$ cat src/rtl/seq_detect_param.sv
`timescale 1ns/1ps
// seq_detect_param: runtime-configurable Moore serial sequence detector.
//
// Serial bits on `in` are accepted when in_valid is high. A pattern of up to
// MAX_LEN bits and its length are latched by cfg_load. Detection can overlap
// or not, selected per accepted bit by overlap_en. Reset defaults give the
// classic overlapping 1101 detector.
//
// Ports:
//   clk          rising-edge clock
//   reset        asynchronous active-high reset
//   in           serial data bit
//   in_valid     qualifies `in`
//   overlap_en   1 = overlapping detection, 0 = non-overlapping
//   cfg_load     latch cfg_pattern/cfg_len and flush history (bit on this edge is dropped)
//   cfg_pattern  pattern; bit [len-1] arrives first, bit [0] last
//   cfg_len      pattern length; 0 disables detection, > MAX_LEN clamps to MAX_LEN
//   clr_count    synchronous clear of match_count and count_sat
//   out          registered match flag, high the cycle after a matching bit
//   match_count  saturating match counter
//   count_sat    sticky saturation flag
module seq_detect_param #(
  parameter int unsigned          MAX_LEN     = 8,
  parameter int unsigned          LEN_W       = 4,
  parameter int unsigned          CNT_W       = 8,
  parameter logic [MAX_LEN-1:0]   DEFAULT_PAT = 'h0D,
  parameter int unsigned          DEFAULT_LEN = 4
) (
  input  logic               clk,
  input  logic               reset,
  input  logic               in,
  input  logic               in_valid,
  input  logic               overlap_en,
  input  logic               cfg_load,
  input  logic [MAX_LEN-1:0] cfg_pattern,
  input  logic [LEN_W-1:0]   cfg_len,
  input  logic               clr_count,
  output logic               out,
  output logic [CNT_W-1:0]   match_count,
  output logic               count_sat
);

  localparam logic [LEN_W-1:0] MaxLenW = LEN_W'(MAX_LEN);
  localparam logic [CNT_W-1:0] CntMax  = '1;

  // Only MAX_LEN-1 past bits are stored: together with the incoming bit they
  // form the full MAX_LEN-bit comparison window.
  logic [MAX_LEN-2:0] hist_q, hist_d;
  logic [LEN_W-1:0]   fill_q, fill_d;
  logic [MAX_LEN-1:0] pat_q, pat_d;
  logic [LEN_W-1:0]   len_q, len_d;
  logic               out_q, out_d;
  logic [CNT_W-1:0]   cnt_q, cnt_d;
  logic               sat_q, sat_d;

  logic [MAX_LEN-1:0] window;
  logic [MAX_LEN-1:0] len_mask;
  logic [LEN_W-1:0]   fill_inc;
  logic               hit;
  logic               match;

  always_comb begin
    for (int i = 0; i < MAX_LEN; i++) begin
      len_mask[i] = (i < int'(len_q));
    end
  end

  always_comb begin
    window   = {hist_q, in};
    fill_inc = (fill_q == MaxLenW) ? fill_q : fill_q + 1'b1;
    // fill_inc counts the bit being offered, so the check covers this edge.
    hit      = (len_q != '0) && (fill_inc >= len_q) &&
               ((window & len_mask) == (pat_q & len_mask));
  end

  always_comb begin
    hist_d = hist_q;
    fill_d = fill_q;
    pat_d  = pat_q;
    len_d  = len_q;
    cnt_d  = cnt_q;
    sat_d  = sat_q;
    match  = 1'b0;

    if (cfg_load) begin
      pat_d  = cfg_pattern;
      len_d  = (cfg_len > MaxLenW) ? MaxLenW : cfg_len;
      hist_d = '0;
      fill_d = '0;
    end else if (in_valid) begin
      hist_d = window[MAX_LEN-2:0];
      fill_d = fill_inc;
      if (hit) begin
        match = 1'b1;
        if (!overlap_en) begin
          fill_d = '0;
        end
      end
    end

    out_d = match;

    if (clr_count) begin
      cnt_d = '0;
      sat_d = 1'b0;
    end else if (match) begin
      if (cnt_q == CntMax) begin
        sat_d = 1'b1;
      end else begin
        cnt_d = cnt_q + 1'b1;
        if (cnt_q == CntMax - 1'b1) begin
          sat_d = 1'b1;
        end
      end
    end
  end

  always_ff @(posedge clk or posedge reset) begin
    if (reset) begin
      hist_q <= '0;
      fill_q <= '0;
      pat_q  <= DEFAULT_PAT;
      len_q  <= LEN_W'(DEFAULT_LEN);
      out_q  <= 1'b0;
      cnt_q  <= '0;
      sat_q  <= 1'b0;
    end else begin
      hist_q <= hist_d;
      fill_q <= fill_d;
      pat_q  <= pat_d;
      len_q  <= len_d;
      out_q  <= out_d;
      cnt_q  <= cnt_d;
      sat_q  <= sat_d;
    end
  end

  assign out         = out_q;
  assign match_count = cnt_q;
  assign count_sat   = sat_q;

endmodule
$ cat config.mk
export PLATFORM = sky130hd
export DESIGN_NAME = seq_detect_param
export DESIGN_NICKNAME = d
export VERILOG_FILES = /design/src/rtl/seq_detect_param.sv
export SDC_FILE = /design/constraint.sdc
export NUM_CORES = 1
export LEC_CHECK = 0
export BUFFER_PORTS_ARGS = -buffer_cell sky130_fd_sc_hd__buf_4
export CORE_MARGIN = 2
export CORE_UTILIZATION = 45
export DETAILED_ROUTE_END_ITERATION = 10
export PLACE_DENSITY_LB_ADDON = 0.1
export SLEW_MARGIN = 30
export SYNTH_ARGS = -nofsm -noshare
export SYNTH_HDL_FRONTEND = slang
export SYNTH_SLANG_ARGS = --single-unit
$ cat constraint.sdc
create_clock -name clk -period 3.9 [get_ports clk]
set_input_delay 0.78 -clock clk [delete_from_list [all_inputs] [get_ports clk]]
set_output_delay 0.78 -clock clk [all_outputs]
set_load 0.02 [all_outputs]
==> results.py <==
metrics = {
    "outcome": {
        "outcome": "finished clean",
    },
    "setup_path": {
        "slowest_stage": "or4_1",
        "r2r_cells": 11,
        "crit_family": "simple AND/OR/NAND/NOR gates",
        "path_max_fanout": 10,
        "cp_data_required_time_ns": 4.06,
        "arrival_ns": 3.13,
        "path_cells": "inv_1 > ha_1 > nand2_1 > nor2_1 > xnor2_1 > ha_1 > nand2b_1 > a2111oi_0 > or4_1 > nor4_1 > mux2_1",
        "start_kind": "register",
        "crit_cells": 11,
        "crit_top_cell": "ha_1",
        "crit_buf_inv": 1,
        "slowest_delay_ns": 0.66,
        "path_class": "register to register",
        "endpoint_kind": "register",
    },
    "flow_run": {
        "cap_violations": 0,
    },
    "clock_tree": {
        "htree_levels": 2,
        "cts_buffers": 5,
        "clk_pin_slew_worst_paths_ns": 0.07,
        "cts_setup_buffers": 0,
        "cts_tree": "yes",
        "cts-resized-gates": 0,
        "cts_sinks": 33,
        "clockBufferDepth": 2,
        "cts-root-buf": "clkbuf_8",
        "ctsHoldBuffers": 0,
        "clkLatencyLatePin_ns": 0.28,
    },
    "placed_design": {
        "hpwl_um": 2780,
        "gp_congestion": 0.830,
        "portBuffers": 28,
    },
    "global_route": {
        "grt_pass1_wl_um": 6420,
        "antenna_found_initial": 0,
        "grt_usage": 0.188,
        "grt_pass1_vias": 1372,
        "grt_overflow": 0,
        "grt_max_degree": 34,
    },
    "timing": {
        "slew_viol_final": 0,
        "max_freq_mhz": 337,
        "rsz0062_at_grt": "false",
        "period_share": 0.762,
        "setup_viol": 0,
        "layout_min_cycle_time_ns": 2.97,
        "tns_ns": 0,
        "hold_viol": 0,
        "tightest_slew_ns": 0.662,
        "slew_headroom": 0.555,
        "skew_ns": 0.00625,
    },
    "synthesis": {
        "synth-seq-cells": 33,
        "syn_inst": 172,
        "synth_top_area_share": 0.400,
        "postSynthNetCount": 199,
        "yosysWarnings": 0,
        "synth_area_um2": 1820,
        "yosysSeqAreaShare": 0.458,
        "avgSynthCellArea_um2": 10.6,
        "yosysUniqueCellTypes": 41,
        "yosys.area.top_type": "dfrtp_1",
        "ys_top_cells_by_area": "dfrtp_1 40%, dfstp_2 5.8%, mux2_2 5.6%, ha_1 5.5%, xnor2_1 4.8%",
    },
    "worst_hold_path": {
        "hold_class": "register to register",
        "hold_depth": 1,
    },
    "layout": {
        "nFillCells": 358,
        "drive_gt1_frac": 0.260,
        "num-nets-final": 227,
        "syn_to_final_growth_pct": 17.4,
        "diodes": 0,
    },
    "drt": {
        "drtAntennaViolNets": 0,
        "vias": 1394,
        "drt_iter0_drc": 132,
        "vias_per_cell": 5.58,
        "routed_wirelength_um": 3740,
        "dr.pass1.iters": 4,
        "wire_per_inst_um": 14.9,
        "route.detailed.drc": 0,
    },
    "power": {
        "ir_drop_mv": 0.188,
        "power.share.clock": 0.348,
        "switching_share": 0.258,
        "switchingPower_uw": 192,
        "pwr-share-comb": 0.145,
        "powerDensity_nw_per_um2": 349,
        "internal_power_uw": 552,
        "power_uw": 744,
        "p_leak_uw": 0.000958,
        "seqPwrFrac": 0.507,
    },
    "floorplan": {
        "rows": 23,
        "initial_utilization": 0.460,
        "die_x_um": 67.5,
        "core_area_um2": 3940,
        "die_height_um": 67.5,
        "die_area_um2": 4560,
        "io_pins": 29,
    },
}
-- cell usage after synthesis (all sizes together) --
cell type,count
a31oi,3
o21bai,1
a32o,3
buf,5
mux2i,7
nor4,5
and3,4
o31ai,3
o22ai,6
nand3,2
o21a,1
o2111ai,1
and4,1
a21oi,5
ha,8
dlygate4sd3,1
nand2b,1
nand2,9
dfrtp,29
or4,5
nor3,2
o21ai,3
xnor2,10
nand4,2
nor2b,3
dfstp,4
nor4b,1
inv,10
o21ba,1
and2b,1
clkbuf,2
a2111oi,1
a311oi,1
a211oi,2
mux2,11
nor2,17
a22o,1
-- worst paths after layout --
| path | startpoint | slack (ns) | endpoint |
|---|---|---|---|
| max | fill_q[0] | 0.93 | match_count[7] |
| min | count_sat | 0.53 | count_sat |
| max reg2reg | fill_q[0] | 0.93 | match_count[7] |
| min reg2reg | count_sat | 0.53 | count_sat |
| max in group asynchronous | reset | 2.97 | len_q[2] |
| min in group asynchronous | reset | 0.58 | match_count[1] |
-- power by group through the flow --
| stage | registers (uW) | clock network (uW) | logic (uW) |
|---|---|---|---|
| finish | 377 | 259 | 108 |
| global route | 380 | 280 | 122 |
| CTS | 377 | 267 | 109 |
| detailed placement | 383 | 0 | 109 |
| global placement | 382 | 0 | 104 |
| floorplan | 378 | 0 | 80.3 |
-- worst register-to-register path: cells and delay by family (launching register included) --
family / cells / cell delay (ns)
buffers and inverters: 1 / 0.11
multiplexers: 1 / 0.36
XOR/XNOR: 1 / 0.11
adder cells (fa/ha/maj): 2 / 0.42
AO/OA/AOI/OAI: 1 / 0.11
flip-flops: 1 / 0.42
AND/OR/NAND/NOR: 5 / 1.32
-- cell type report --
| type | count | area, um^2 | share of cell area |
|---|---|---|---|
| clock buffer | 7 | 86.3 | 0.0405 |
| inverter | 10 | 37.5 | 0.0176 |
| multi-input combinational | 121 | 896 | 0.420 |
| sequential | 33 | 831 | 0.390 |
| tap | 50 | 62.6 | 0.0294 |
| timing repair buffer | 29 | 218 | 0.102 |
-- routing by layer --
metal,global-route usage,wire (um),up-vias
li1,-,-,676
met3,0.0350,155,5
met4,0.0689,44,0
met1,0.241,1640,680
met5,0,0,-
met2,0.314,1900,33
-- metrics by stage --
step | instance area [um^2] | hold WS, ns | std cells | setup slack (ns) | utilization
after floorplan | 1820 | 0.502 | 172 | 1.23 | -
after global placement | 2040 | 0.494 | 243 | 1.07 | 0.519
after detailed placement | 2040 | 0.509 | 243 | 0.931 | 0.519
after CTS | 2130 | 0.526 | 250 | 0.920 | 0.540
after global routing | 2130 | 0.555 | 250 | 0.750 | 0.540
final | 2130 | 0.526 | 250 | 0.930 | 0.540
-- logic make-up (layout without fill, tap and decap cells) --
logic type / after synthesis / count (layout) / share of synthesized area
xor gates and xnor gates: 10 / 10 / 0.0482
buffers and inverters: 18 / 46 / 0.0489
adders and majority gates: 8 / 8 / 0.0551
and+or+nand+nor: 53 / 53 / 0.158
DFF: 33 / 33 / 0.458
AOI/OAI and AO/OA: 32 / 32 / 0.125
muxes: 18 / 18 / 0.107
-- placed cells by master (no fill, tap or decap), types with 3 or more instances in the layout --
master and n:
nor2_1 17, dfrtp_1 29, o22ai_1 6, mux2i_1 7, mux2_2 9, inv_1 10, a21oi_1 5, or4_1 5
ha_1 8, dfstp_2 4, a31oi_1 3, nand2_1 9, nor2b_1 3, nor4_1 4, clkbuf_8 6, buf_4 29
o31ai_1 3, o21ai_0 3, and3_1 4, a32o_1 3, xnor2_1 10
-- state kept, by name, summed over array words and instances (netlist names) --
register     flops
match_count      8
count_sat        1
pat_q            8
out              1
hist_q           7
fill_q           4
len_q            4
No activity file was read; power rests on OpenSTA's default activity.
